## config.mk

```make
export PLATFORM = sky130hd
export DESIGN_NAME = cyber_press_shaper
export DESIGN_NICKNAME = d
export VERILOG_FILES = /design/src/rtl/cyber_press_shaper.sv
export SDC_FILE = /design/constraint.sdc
export NUM_CORES = 1
export LEC_CHECK = 0
export CAP_MARGIN = 10
export CORE_MARGIN = 2
export CORE_UTILIZATION = 45
export CTS_BUF_LIST = sky130_fd_sc_hd__clkbuf_2
export DETAILED_ROUTE_END_ITERATION = 6
export PLACE_DENSITY = 0.78
export REMOVE_ABC_BUFFERS = 1
export SYNTH_ARGS = -nofsm -noshare
export SYNTH_HDL_FRONTEND = slang
export SYNTH_SLANG_ARGS = --single-unit
```

## constraint.sdc

```tcl
create_clock -name clk -period 2.75 [get_ports clk]
set_input_delay 0.55 -clock clk [delete_from_list [all_inputs] [get_ports clk]]
set_output_delay 0.55 -clock clk [all_outputs]
set_load 0.05 [all_outputs]
```

## src/rtl/cyber_press_shaper.sv

```systemverilog
// Shapes the cyber-player comparator level into spaced 1-cycle button presses.
// Define CYBER_PRESS_STATS_EN to build the saturating press tally; otherwise press_count is 0.
module cyber_press_shaper #(
  parameter int unsigned HOLDOFF = 4,
  parameter int unsigned CNT_W   = 8
) (
  input  logic             clk,
  input  logic             reset,
  input  logic             enable,
  input  logic             press_raw,
  input  logic             clr_count,
  output logic             press_pulse,
  output logic             busy,
  output logic [CNT_W-1:0] press_count
);

  typedef enum logic [1:0] {StIdle, StFire, StHold} state_e;

  state_e     state_q, state_d;
  logic [7:0] hold_q, hold_d;
  logic       pulse_q, pulse_d;
  logic       busy_q, busy_d;

  // press_raw is only looked at in StIdle, so an unknown value during HOLD cannot leak.
  always_comb begin
    state_d = state_q;
    hold_d  = hold_q;
    if (!enable) begin
      state_d = StIdle;
      hold_d  = 8'd0;
    end else begin
      unique case (state_q)
        StIdle: begin
          if (press_raw) state_d = StFire;
        end
        StFire: begin
          state_d = StHold;
          hold_d  = 8'(HOLDOFF - 1);
        end
        StHold: begin
          if (hold_q == 8'd0) state_d = StIdle;
          else                hold_d  = hold_q - 8'd1;
        end
        default: state_d = StIdle;
      endcase
    end
    pulse_d = (state_d == StFire);
    busy_d  = (state_d != StIdle);
  end

  always_ff @(posedge clk or negedge reset) begin
    if (!reset) begin
      state_q <= StIdle;
      hold_q  <= 8'd0;
      pulse_q <= 1'b0;
      busy_q  <= 1'b0;
    end else begin
      state_q <= state_d;
      hold_q  <= hold_d;
      pulse_q <= pulse_d;
      busy_q  <= busy_d;
    end
  end

  assign press_pulse = pulse_q;
  assign busy        = busy_q;

`ifdef CYBER_PRESS_STATS_EN
  logic [CNT_W-1:0] count_q, count_d;

  // Clear wins over a coincident press; the tally sticks at all-ones.
  always_comb begin
    count_d = count_q;
    if (clr_count) begin
      count_d = '0;
    end else if (pulse_d && (count_q != {CNT_W{1'b1}})) begin
      count_d = count_q + CNT_W'(1);
    end
  end

  always_ff @(posedge clk or negedge reset) begin
    if (!reset) count_q <= '0;
    else        count_q <= count_d;
  end

  assign press_count = count_q;
`else
  logic unused_clr_count;
  assign unused_clr_count = clr_count;
  assign press_count      = '0;
`endif

endmodule
```

# After elaboration in Yosys (flattened, before gate mapping)
# Index checks and enable logic that the tools add are counted.
# word_totals
reg_bits	12
elab_cells	21
output_inout_bits	10
input_bits	5
# op_classes
mux	7
n_reduce_logical	4
n_eq_ne	5
addsub	1
# ops
operator	count
$mux 8	2
$pmux 8 s2	1
$logic_not 8->1	1
$sub 8x1->8 const B	1
$mux 2	3
$pmux 2 s3	1
$eq 2x1->1 const B	2
$ne 3x1->1 const B	1
$ne 3x3->1 const B	1
$eq 2x2->1 const B	1
$logic_not 2->1	1
$reduce_and 2->1	1
$reduce_bool 2->1	1

# Longest topological paths before layout
# logic_depth
depth_word	5
depth_mapped	6
mapped_depth_nobuf	6

# Worst setup path after synthesis
# Ideal clock, no wire load.
# synth_timing
path_kind	register to register
start	register hold_q[0]
end	register hold_q[7]
stages_incl_launch_ff	7
synth_period_minus_slack_ns	1.544
path_buffers	0
arrival_ns	1.418
setup_time_ns	0.126
t_required_ns	2.624
path_slack_ns	1.206
cell_sequence	dfrtp_1 -> inv_1 -> ha_1 -> nor4b_4 -> a21oi_2 -> and4b_1 -> a221o_1
# synth_between
elab_chain_cells	4
elab_cells_between_ends	7
cone_classes	add/sub: 1; eq/ne: 1; mux: 3; reduce/logical: 2
# synth_lines
item	line	rtl
start, declared	20	logic [7:0] hold_q, hold_d;
start signal, assigned	59	hold_q <= hold_d;
$sub 8x1->8	42	else hold_d = hold_q - 8'd1;
$mux 8	41	if (hold_q == 8'd0) state_d = StIdle;
$pmux 8 s2	32	unique case (state_q)
$mux 8	28	if (!enable) begin
# Several ways; a longest one is shown, not always the timed one. The select of a mux whose other input is x is not followed.
# A chain may end at the register's enable or synchronous reset.

# Final worst setup path
# layout_timing
start	register busy_q (netlist: busy)
end	output busy
# layout_rtl
item	line	rtl
start, declared	22	logic busy_q, busy_d;
start signal, assigned	61	busy_q <= busy_d;
end, declared	13	output logic busy,
# No word-level cell between the ends.

==> run summary <==
At the pin with the least slew margin, the transition time is 0.531 ns. Cells with a size suffix above 1 make up 15.1% of the layout. The total via count in the routed design is 497. The clock tree skew after final layout came out at 0.0106 ns. The final critical-path setup slack is 0.778 ns. Tracing the worst setup path back leads to its startpoint at busy$_DFF_PN0_. The total detailed-routing wirelength is 1180 um. The core region is between 1500 and 2000 um2.

The number of buffers created by CTS came out at 3. The full die area came out at 1970 um2. Summing the sequential cell areas from Yosys gives between 40% and 50% of the chip area.

The via count of the first global-routing pass is 502. The level count of the clock H-tree came out at 1. The highest achievable clock rate is 507 MHz.

The worst register-to-register path has a depth of 6. The worst supply voltage drop on vdd came out at 277 uV. The clock network fraction of total power came out at approximately 22%. The category of the critical setup timing path is reg -> out. In this run the worst setup path terminates at busy. The design internal power is approximately 0.00026 W. The switching fraction of total power came out at 35.3%. The highest cell delay on the worst timing path is 0.80 ns. Combinational logic burns 27.3% of the power. The number of hold buffers added after cts is 0. The sequential share of power came out at 50.2%.

For this block, the initial DRC count from the detailed router was 8. The number of instances resized during post-cts repair is 0. The average detailed-routed wire length per instance is 13.2 um. The area growth from synthesis to layout came out at 6.83%. The number of synthesized flops with an enable pin is 0.

The worst relative slew slack is 64.5%. The final antenna-violating net count is 0. The worst setup path is captured at an output port. The length of the first detailed-routing pass in iterations came out at 4. The average cell area after synthesis is 11.1 um2. The setup slack of the worst register-to-register path is 1.01 ns. For this design the top-level I/O count stands at 15. The number of hold violations in the final report came out at 0. Timing analysis after detailed placement gives a worst setup slack of 0.816 ns.

The startpoint identified for the worst register-to-register timing path is hold_q[0]$_DFFE_PN0P_. STA classifies the critical path startpoint as a register. The total global-route track usage is 15.8%. Power spread over the standard cell area amounts to 506 nW/um2. In this run the worst hold path is classified as reg -> reg. In this run the power spent charging and discharging nets is 0.000140 W. The half-perimeter wire length after placement came out at 884 um. In the layout the commonest cells are sky130_fd_sc_hd__dfrtp_1 (12), sky130_fd_sc_hd__conb_1 (8), sky130_fd_sc_hd__clkdlybuf4s50_1 (5), sky130_fd_sc_hd__nand2_1 (4). The register bit count reported by yosys came out at 12. The standby leakage power is approximately 0.4 nW. The worst hold slack across all endpoints came out at 0.503 ns. Setup repair after global routing left no endpoint under its margin. The destination of the worst register-to-register timing path is hold_q[7]$_DFFE_PN0P_. Post-CTS timing repair inserted 0 buffers for setup. The number of sinks driven by the clock tree came out at 12. The layout net count came out at 81. The global placer's final weighted congestion is just over 0.7.

Walking the worst path, the cells encountered are clkdlybuf4s50_1. In this run the number of cells on the critical path is 1. The cell type group with the largest total delay on the critical path is buffers and inverters.

The tree is rooted in a sky130_fd_sc_hd__clkbuf_2. Dividing the detail-routed via count by the number of cells gives 5.58. The post-synthesis cell type count came out at 35. The final cell utilization of the core is 51.4%.

The cell area after synthesis came out at 733 um2. No sink is reached through more buffers than the 2 on the longest clock path. The total of max-cap violations is 0.

The number of pins with negative max-slew slack in the final report is 0. The worst-skew pair later-pin latency came out at 0.27 ns. The routed design could run at a clock period as short as 1.97 ns. The first global-routing pass estimated 2230 um of wire. The buffers plus inverters on the worst setup path is 1. The total of endpoints with negative setup slack in the final report came out at 0. The detailed-route DRC error count is 0. The total congestion overflow is 0. After clock tree synthesis, the clock-pin slew on the worst setup and hold paths is 0.12 ns. For this run, the number of Yosys warnings is 0. The number of antenna repair diodes came out at 0. In the synthesized netlist the async set-or-reset flop fraction comes to 100%. The final worst-path cycle share came out at a little under three quarters. The effective utilization at floorplan came out at 48.1%. The die span in x came out at 44.4 um. The maximum fanout along the worst path is 1.

The count of mapped cells out of synthesis is 66. TritonCTS built the clock tree. The setup TNS came out at 0 ns.

The initial antenna violation count is 0. Among all flip-flop cells after synthesis, the most frequent one is sky130_fd_sc_hd__dfrtp_1. The floorplan die height is ~44 um. The maximum number of pins on one net before global-route repair is 13. The run finished with clean final reports.

Buffers placed on the I/O ports in this run total 5. The floorplan row count came out at 14. The slowest stage of the critical path belongs to the cell sky130_fd_sc_hd__clkdlybuf4s50_1. The arrival time at the worst endpoint came out at 1.42 ns.

The most common cell after layout, fill and taps aside is sky130_fd_sc_hd__dfrtp_1. At the worst endpoint, the required time is 2.20 ns.
[cells in the mapped netlist (2+ instances only)]
master | instances | area (um2)
sky130_fd_sc_hd__nor2_1 | 2 | 7.51
sky130_fd_sc_hd__ha_1 | 2 | 25.0
sky130_fd_sc_hd__nor3_1 | 2 | 10.0
sky130_fd_sc_hd__buf_4 | 8 | 60.1
sky130_fd_sc_hd__dfrtp_1 | 12 | 300
sky130_fd_sc_hd__a221o_1 | 3 | 30.0
sky130_fd_sc_hd__a22o_1 | 2 | 17.5
sky130_fd_sc_hd__a21bo_1 | 2 | 20.0
sky130_fd_sc_hd__inv_1 | 3 | 11.3
sky130_fd_sc_hd__nor3b_1 | 2 | 15.0
sky130_fd_sc_hd__nand2_1 | 4 | 15.0
[power groups by stage]
stage	clock [W]	combinational, W	sequential (W)
final	0.0000890	0.000108	0.000199
after global placement	0	0.000107	0.000202
after detailed placement	0	0.000109	0.000203
after floorplan	0	0.0000765	0.000209
after global routing	0.000104	0.000121	0.000202
after CTS	0.0000915	0.000109	0.000199
[worst min-delay path by stage]
stage	start	endpoint	cells after the start	slack [ns]
2_1_floorplan	reset	busy$_DFF_PN0_	0	0.25
3_3_place_gp	state_q[0]$_DFF_PN0_	press_pulse$_DFF_PN0_	1	0.47
3_5_place_dp	state_q[0]$_DFF_PN0_	press_pulse$_DFF_PN0_	1	0.48
4_1_cts	state_q[0]$_DFF_PN0_	press_pulse$_DFF_PN0_	1	0.50
5_1_grt	state_q[0]$_DFF_PN0_	press_pulse$_DFF_PN0_	1	0.53
6_report	state_q[0]$_DFF_PN0_	press_pulse$_DFF_PN0_	1	0.50
[kinds of logic after synthesis]
kind of cell               Yosys count  share of synthesized area [%]
buffers and inverters               12                           10.4
and+or+nand+nor                     22                           24.2
DFF                                 12                           41.0
other                                1                          0.511
AOI/OAI and AO/OA                   17                           20.5
adders and majority gates            2                           3.41
[layer usage]
metal | vias to the layer above | GRT usage [%] | share of wire, %
li1 | 240 | - | -
met1 | 241 | 21.0 | 44
met4 | 0 | 10.9 | 3.8
met2 | 11 | 24.4 | 49
met3 | 5 | 1.22 | 2.3
met5 | - | 0 | 0
[through the flow]
| stage | std cells | instance area [um2] | total power [W] |
|---|---|---|---|
| after floorplan | 64 | 694 | 0.000286 |
| after global placement | 85 | 764 | 0.000309 |
| after global routing | 89 | 783 | 0.000426 |
| final | 89 | 783 | 0.000397 |
| after detailed placement | 85 | 764 | 0.000312 |
| after CTS | 89 | 783 | 0.000400 |
[worst register-to-register path: cells and delay by family (launching register included)]
kind                       cells  cell delay [ns]
DFF                            1             0.45
buffers and inverters          1             0.09
adders and majority gates      1             0.14
and+or+nand+nor                2             0.64
AOI/OAI and AO/OA              2             0.34
[flip-flops by register name (all words and copies together) (netlist names)]
| register | flops |
|---|---|
| hold_q | 8 |
| state_q | 2 |
| busy | 1 |
| press_pulse | 1 |
[area by class of cell]
type / instances / area [um2]
fill: 146 / 741
multi-input combinational: 49 / 383
sequential: 12 / 300
timing repair buffer: 5 / 50.0
tap: 16 / 20.0
clock buffer: 3 / 15.0
inverter: 3 / 11.3
clock inverter: 1 / 3.75
Note: power is estimated with default switching activity, not from simulation.
==> patch 1: new RTL, config.mk and constraints unchanged <==
Register the inputs `enable` and `press_raw` before use. The logic sees them one clock later. The other inputs are not delayed to match.
--- a/src/rtl/cyber_press_shaper.sv
+++ b/src/rtl/cyber_press_shaper.sv
@@ -16,6 +16,14 @@
 
   typedef enum logic [1:0] {StIdle, StFire, StHold} state_e;
 
+  logic enable_q;
+  logic press_raw_q;
+
+  always_ff @(posedge clk) begin
+    enable_q    <= enable;
+    press_raw_q <= press_raw;
+  end
+
   state_e     state_q, state_d;
   logic [7:0] hold_q, hold_d;
   logic       pulse_q, pulse_d;
@@ -25,13 +33,13 @@
   always_comb begin
     state_d = state_q;
     hold_d  = hold_q;
-    if (!enable) begin
+    if (!enable_q) begin
       state_d = StIdle;
       hold_d  = 8'd0;
     end else begin
       unique case (state_q)
         StIdle: begin
-          if (press_raw) state_d = StFire;
+          if (press_raw_q) state_d = StFire;
         end
         StFire: begin
           state_d = StHold;
Check against the original RTL: not equivalent (a bounded check fails within 4 cycles, from zero or initial values and one cycle with reset low).
==> patch 1 against the original RTL <==
Synthesized area grew 5.5%; largest power group unchanged; power grew 9.2%; worst hold slack lost 0.043 ns; wire length grew 2.9%; first-iteration DRC count grew 63%; design area grew 5.1%; worst setup slack gained 0.015 ns; sequential cell count grew 2.
==> patch 1: results (changes against the original RTL) <==
stage	metric	value	unit	change
critical_path	Worst EP arrival	1.41	ns	
outcome	status	finished clean		unchanged
cts	root buffer cell	clkbuf_2		unchanged
pwr	leak pwr	0.413	nW	was 0.396 nW
critical_path	critical path's slowest cell	clkdlybuf4s50_1		unchanged
routing	final antenna-violating net count	0		unchanged
place	port buffer count	5		unchanged
cts	H-Tree Depth	1		unchanged
sta	Min Hold Slack	0.460	ns	was 0.503 ns
place	Post-DP Area	805	um2	was 764 um2
routing	Pre-antenna DRT Iters	4		unchanged
place	gpl congestion	0.745		was 0.709
critical_path	R2R depth	6		unchanged
routing	vias	509		was 497
routing	DR WL/cell	13.3	um	was 13.2 um
pwr	switch share	33.7	%	was 35.3%
global_route	global-route wire length before repair	2180	um	was 2230 um
global_route	total track usage	15.1	%	was 15.8%
sta	pin slew with the least headroom to its limit	0.528	ns	was 0.531 ns
critical_path	crit path to	busy		unchanged
critical_path	reg2reg setup slack	0.96	ns	was 1.01 ns
global_route	largest net degree at the start of global routing	13		unchanged
global_route	number of global-route vias before repair	527		was 502
layout	antenna fix cells	0		unchanged
cts	clock-pin slew on the worst setup and hold paths	0.13	ns	
sta	Final Skew	0.0108	ns	was 0.0106 ns
synthesis	Synth warnings	0		unchanged
synthesis	part of the Yosys area used for sequential elements	44.0	%	was 41.0%
critical_path	Critical R2R Capture	hold_q[4]		was hold_q[7]
global_route	antenna violations before repair	0		unchanged
synthesis	top post-synthesis cells by area	dfrtp_1 39%, buf_4 7.8%, dfxtp_1 5.2%		was dfrtp_1 41%, buf_4 8.2%, a221o_1 4.1%
cts	TritonCTS Buffers	3		unchanged
routing	Iter 0 DRT Violations	13		was 8
synthesis	Yosys cell types	36		was 35
cts	post-cts resize count	0		unchanged
layout	layout net count	83		was 81
synthesis	Async S/R FF share, synth	85.7	%	was 100%
layout	proportion of layout cells with a drive suffix above 1	14.7	%	was 15.1%
cts	clock buffer depth	2		unchanged
layout	Largest regs	hold_q (8), state_q (2)		unchanged
pwr	peak supply drop	0.000322	V	was 0.000277 V
-- patch 1: kinds of logic after synthesis --
family / Yosys count / share of synthesized area (%)
other cells: 1 / 0.485
fa+ha+maj: 2 / 3.24
compound gates: 17 / 19.4
simple gates: 22 / 23.0
flops: 14 / 44.0
buf+inv: 12 / 9.87
-- patch 1: through the flow --
| step | cells | worst slack, ns |
|---|---|---|
| after global routing | 91 | 0.750 |
| after global placement | 87 | 1.07 |
| after floorplan | 66 | 1.21 |
| after CTS | 91 | 0.779 |
| after detailed placement | 87 | 0.976 |
| final | 91 | 0.792 |
-- patch 1: power by group through the flow --
stage                     clock network (mW)  logic (mW)  registers (mW)
after floorplan                            0      0.0764           0.241
after global placement                     0       0.106           0.234
after detailed placement                   0       0.110           0.235
after CTS                             0.0974       0.110           0.231
after global routing                   0.104       0.119           0.234
final                                 0.0932       0.109           0.231
-- patch 1: final cells by class --
type / count / area (um2)
multi-input cells: 49 / 383
repair buffers: 5 / 50.0
well taps: 16 / 20.0
inverters: 3 / 11.3
fillers: 143 / 736
clock inverters: 1 / 3.75
clock buffers: 3 / 15.0
flip-flops and latches: 14 / 340
-- patch 1: worst min path at each step --
stage | endpoint | startpoint | depth (start not counted)
6_report | press_pulse | press_raw_q | 2
5_1_grt | press_pulse | press_raw_q | 2
4_1_cts | press_pulse | press_raw_q | 2
3_5_place_dp | press_pulse | press_raw_q | 2
3_3_place_gp | press_pulse | press_raw_q | 2
2_1_floorplan | busy | reset | 0
-- patch 1: metal layers --
layer | track usage (%) | routed length, um | vias to the layer above
met1 | 18.2 | 544 | 238
met5 | 0 | 0 | -
li1 | - | - | 249
met4 | 10.6 | 37 | 0
met3 | 1.19 | 38 | 5
met2 | 25.4 | 593 | 17
==> patch 2: new RTL, same flow settings <==
Made on the original files. The option `CYBER_PRESS_STATS_EN` is turned on by a define.
--- a/src/rtl/cyber_press_shaper.sv
+++ b/src/rtl/cyber_press_shaper.sv
@@ -1,5 +1,7 @@
 // Shapes the cyber-player comparator level into spaced 1-cycle button presses.
 // Define CYBER_PRESS_STATS_EN to build the saturating press tally; otherwise press_count is 0.
+`define CYBER_PRESS_STATS_EN
+
 module cyber_press_shaper #(
   parameter int unsigned HOLDOFF = 4,
   parameter int unsigned CNT_W   = 8
Behaviour: not the same (Yosys sat finds a counterexample within 4 cycles, from zero or initial values and one cycle with reset low).
==> patch 2 against the original RTL <==
Combinational power rose by 30%; core utilization rose by 3.1 points; sequential cell count rose by 8; critical endpoint is now press_count[3]; die area rose by 56%; worst setup slack got worse by 0.26 ns; critical path type unchanged; largest cell class unchanged; power rose by 47%; design area rose by 74%; via count rose by 95%; wire length rose by 110%; largest power group unchanged; highest routed layer unchanged; synthesized area rose by 63%.
==> patch 2: results (changes against the original RTL) <==
stage	metric	value	unit	change
critical_path	critical path peak fanout	6		was 1
routing	via density per instance	5.99		was 5.58
layout	Inverters	6		was 3
layout	ClkCell Share	1.10	%	was 2.40%
critical_path	CP max stage delay	0.85	ns	was 0.80 ns
sta	pin slew with the least headroom to its limit	0.502	ns	was 0.531 ns
cts	clock latency on the worst-skew pair	0.31	ns	was 0.27 ns
layout	layout net count	142		was 81
synthesis	part of the Yosys area used for sequential elements	42.0	%	was 41.0%
layout	Multi-In Gates	88		was 49
pwr	Cell Int Power	0.393	mW	was 0.256 mW
pwr	switching pwr	0.190	mW	was 0.140 mW
pwr	leak pwr	0.616	nW	was 0.396 nW
pwr	Clk power	0.119	mW	was 0.0890 mW
synthesis	Mapped Cells	118		was 66
layout	Seq area share	36.8	%	was 38.3%
layout	Post-Route Utilization	54.5	%	was 51.4%
layout	Multi-input gate area	638	um2	was 383 um2
global_route	number of global-route vias before repair	924		was 502
layout	non-clk buf share	10.8	%	was 6.39%
critical_path	Worst Setup SP	press_count[3]		was busy
global_route	total track usage	16.6	%	was 15.8%
routing	M1 WL	1040	um	was 523 um
critical_path	reg2reg setup slack	0.89	ns	was 1.01 ns
pwr	peak supply drop	0.000274	V	was 0.000277 V
global_route	met1 GRT Util	19.6	%	was 21.0%
layout	proportion of layout cells with a drive suffix above 1	13.6	%	was 15.1%
sta	Final Skew	0.0101	ns	was 0.0106 ns
routing	Iter 0 DRT Violations	21		was 8
layout	nonclk buf count	15		was 5
place	HPWL Detailed	1750	um	was 884 um
place	pre-CTS setup slack	0.445	ns	was 0.816 ns
routing	routed wire length on met2	1280	um	was 582 um
synthesis	EDFF count, synth	0		unchanged
routing	highest metal used	met4		unchanged
sta	final setup margin	0.522	ns	was 0.778 ns
synthesis	Post-synth top cells	20 x dfrtp_1, 14 x nor2_1, 10 x nand2_1, 6 x inv_1, 6 x o21ai_0		was 12 x dfrtp_1, 8 x buf_4, 4 x nand2_1, 3 x a221o_1, 3 x inv_1
layout	seq_cells	20		was 12
critical_path	crit path to	press_count[3]		was busy
synthesis	Synth warnings	0		unchanged
synthesis	top post-synthesis cells by area	dfrtp_1 42%, nor2_1 4.4%, o211ai_4 3.6%		was dfrtp_1 41%, buf_4 8.2%, a221o_1 4.1%
pwr	combinational power share	24.1	%	was 27.3%
die	area of the die	3080	um2	was 1970 um2
routing	DR WL/cell	15.1	um	was 13.2 um
critical_path	Critical R2R Capture	hold_q[5]		was hold_q[7]
place	gpl congestion	0.790		was 0.709
global_route	met2 Use GR	28.7	%	was 24.4%
critical_path	Worst EP arrival	1.68	ns	was 1.42 ns
synthesis	Yosys cell types	47		was 35
place	port buffer count	14		was 5
outcome	status	finished clean		unchanged
global_route	GR Util met3	3.98	%	was 1.22%
global_route	largest net degree at the start of global routing	21		was 13
place	post-placement cell count	159		was 85
global_route	global-route wire length before repair	4080	um	was 2230 um
routing	met3 wire len	102	um	was 27 um
worst_hold_path	worst min path class	in2async		was reg2reg
patch 2: cell count changes after synthesis, sizes merged, moves of 3 or more:
| cell | unedited run | this run |
|---|---|---|
| a21boi | 3 | 0 |
| a21oi | 1 | 7 |
| buf | 8 | 4 |
| dfrtp | 12 | 20 |
| inv | 3 | 6 |
| nand2 | 4 | 11 |
| nor2 | 2 | 14 |
| nor3b | 3 | 0 |
| o21ai | 2 | 6 |
patch 2: how the worst min path moves through the flow:
stage	slack (ns)	to
6_report	0.53	hold_q[0]
5_1_grt	0.53	hold_q[0]
4_1_cts	0.52	hold_q[0]
3_5_place_dp	0.58	hold_q[4]
3_3_place_gp	0.57	press_count[1]
2_1_floorplan	0.25	busy
patch 2: cells by family after synthesis:
| kind of cell | share of synthesized area [%] |
|---|---|
| compound gates | 21.4 |
| flops | 42.0 |
| xor+xnor | 2.94 |
| simple gates | 24.3 |
| buf+inv | 4.51 |
| mux | 1.68 |
| fa+ha+maj | 3.15 |
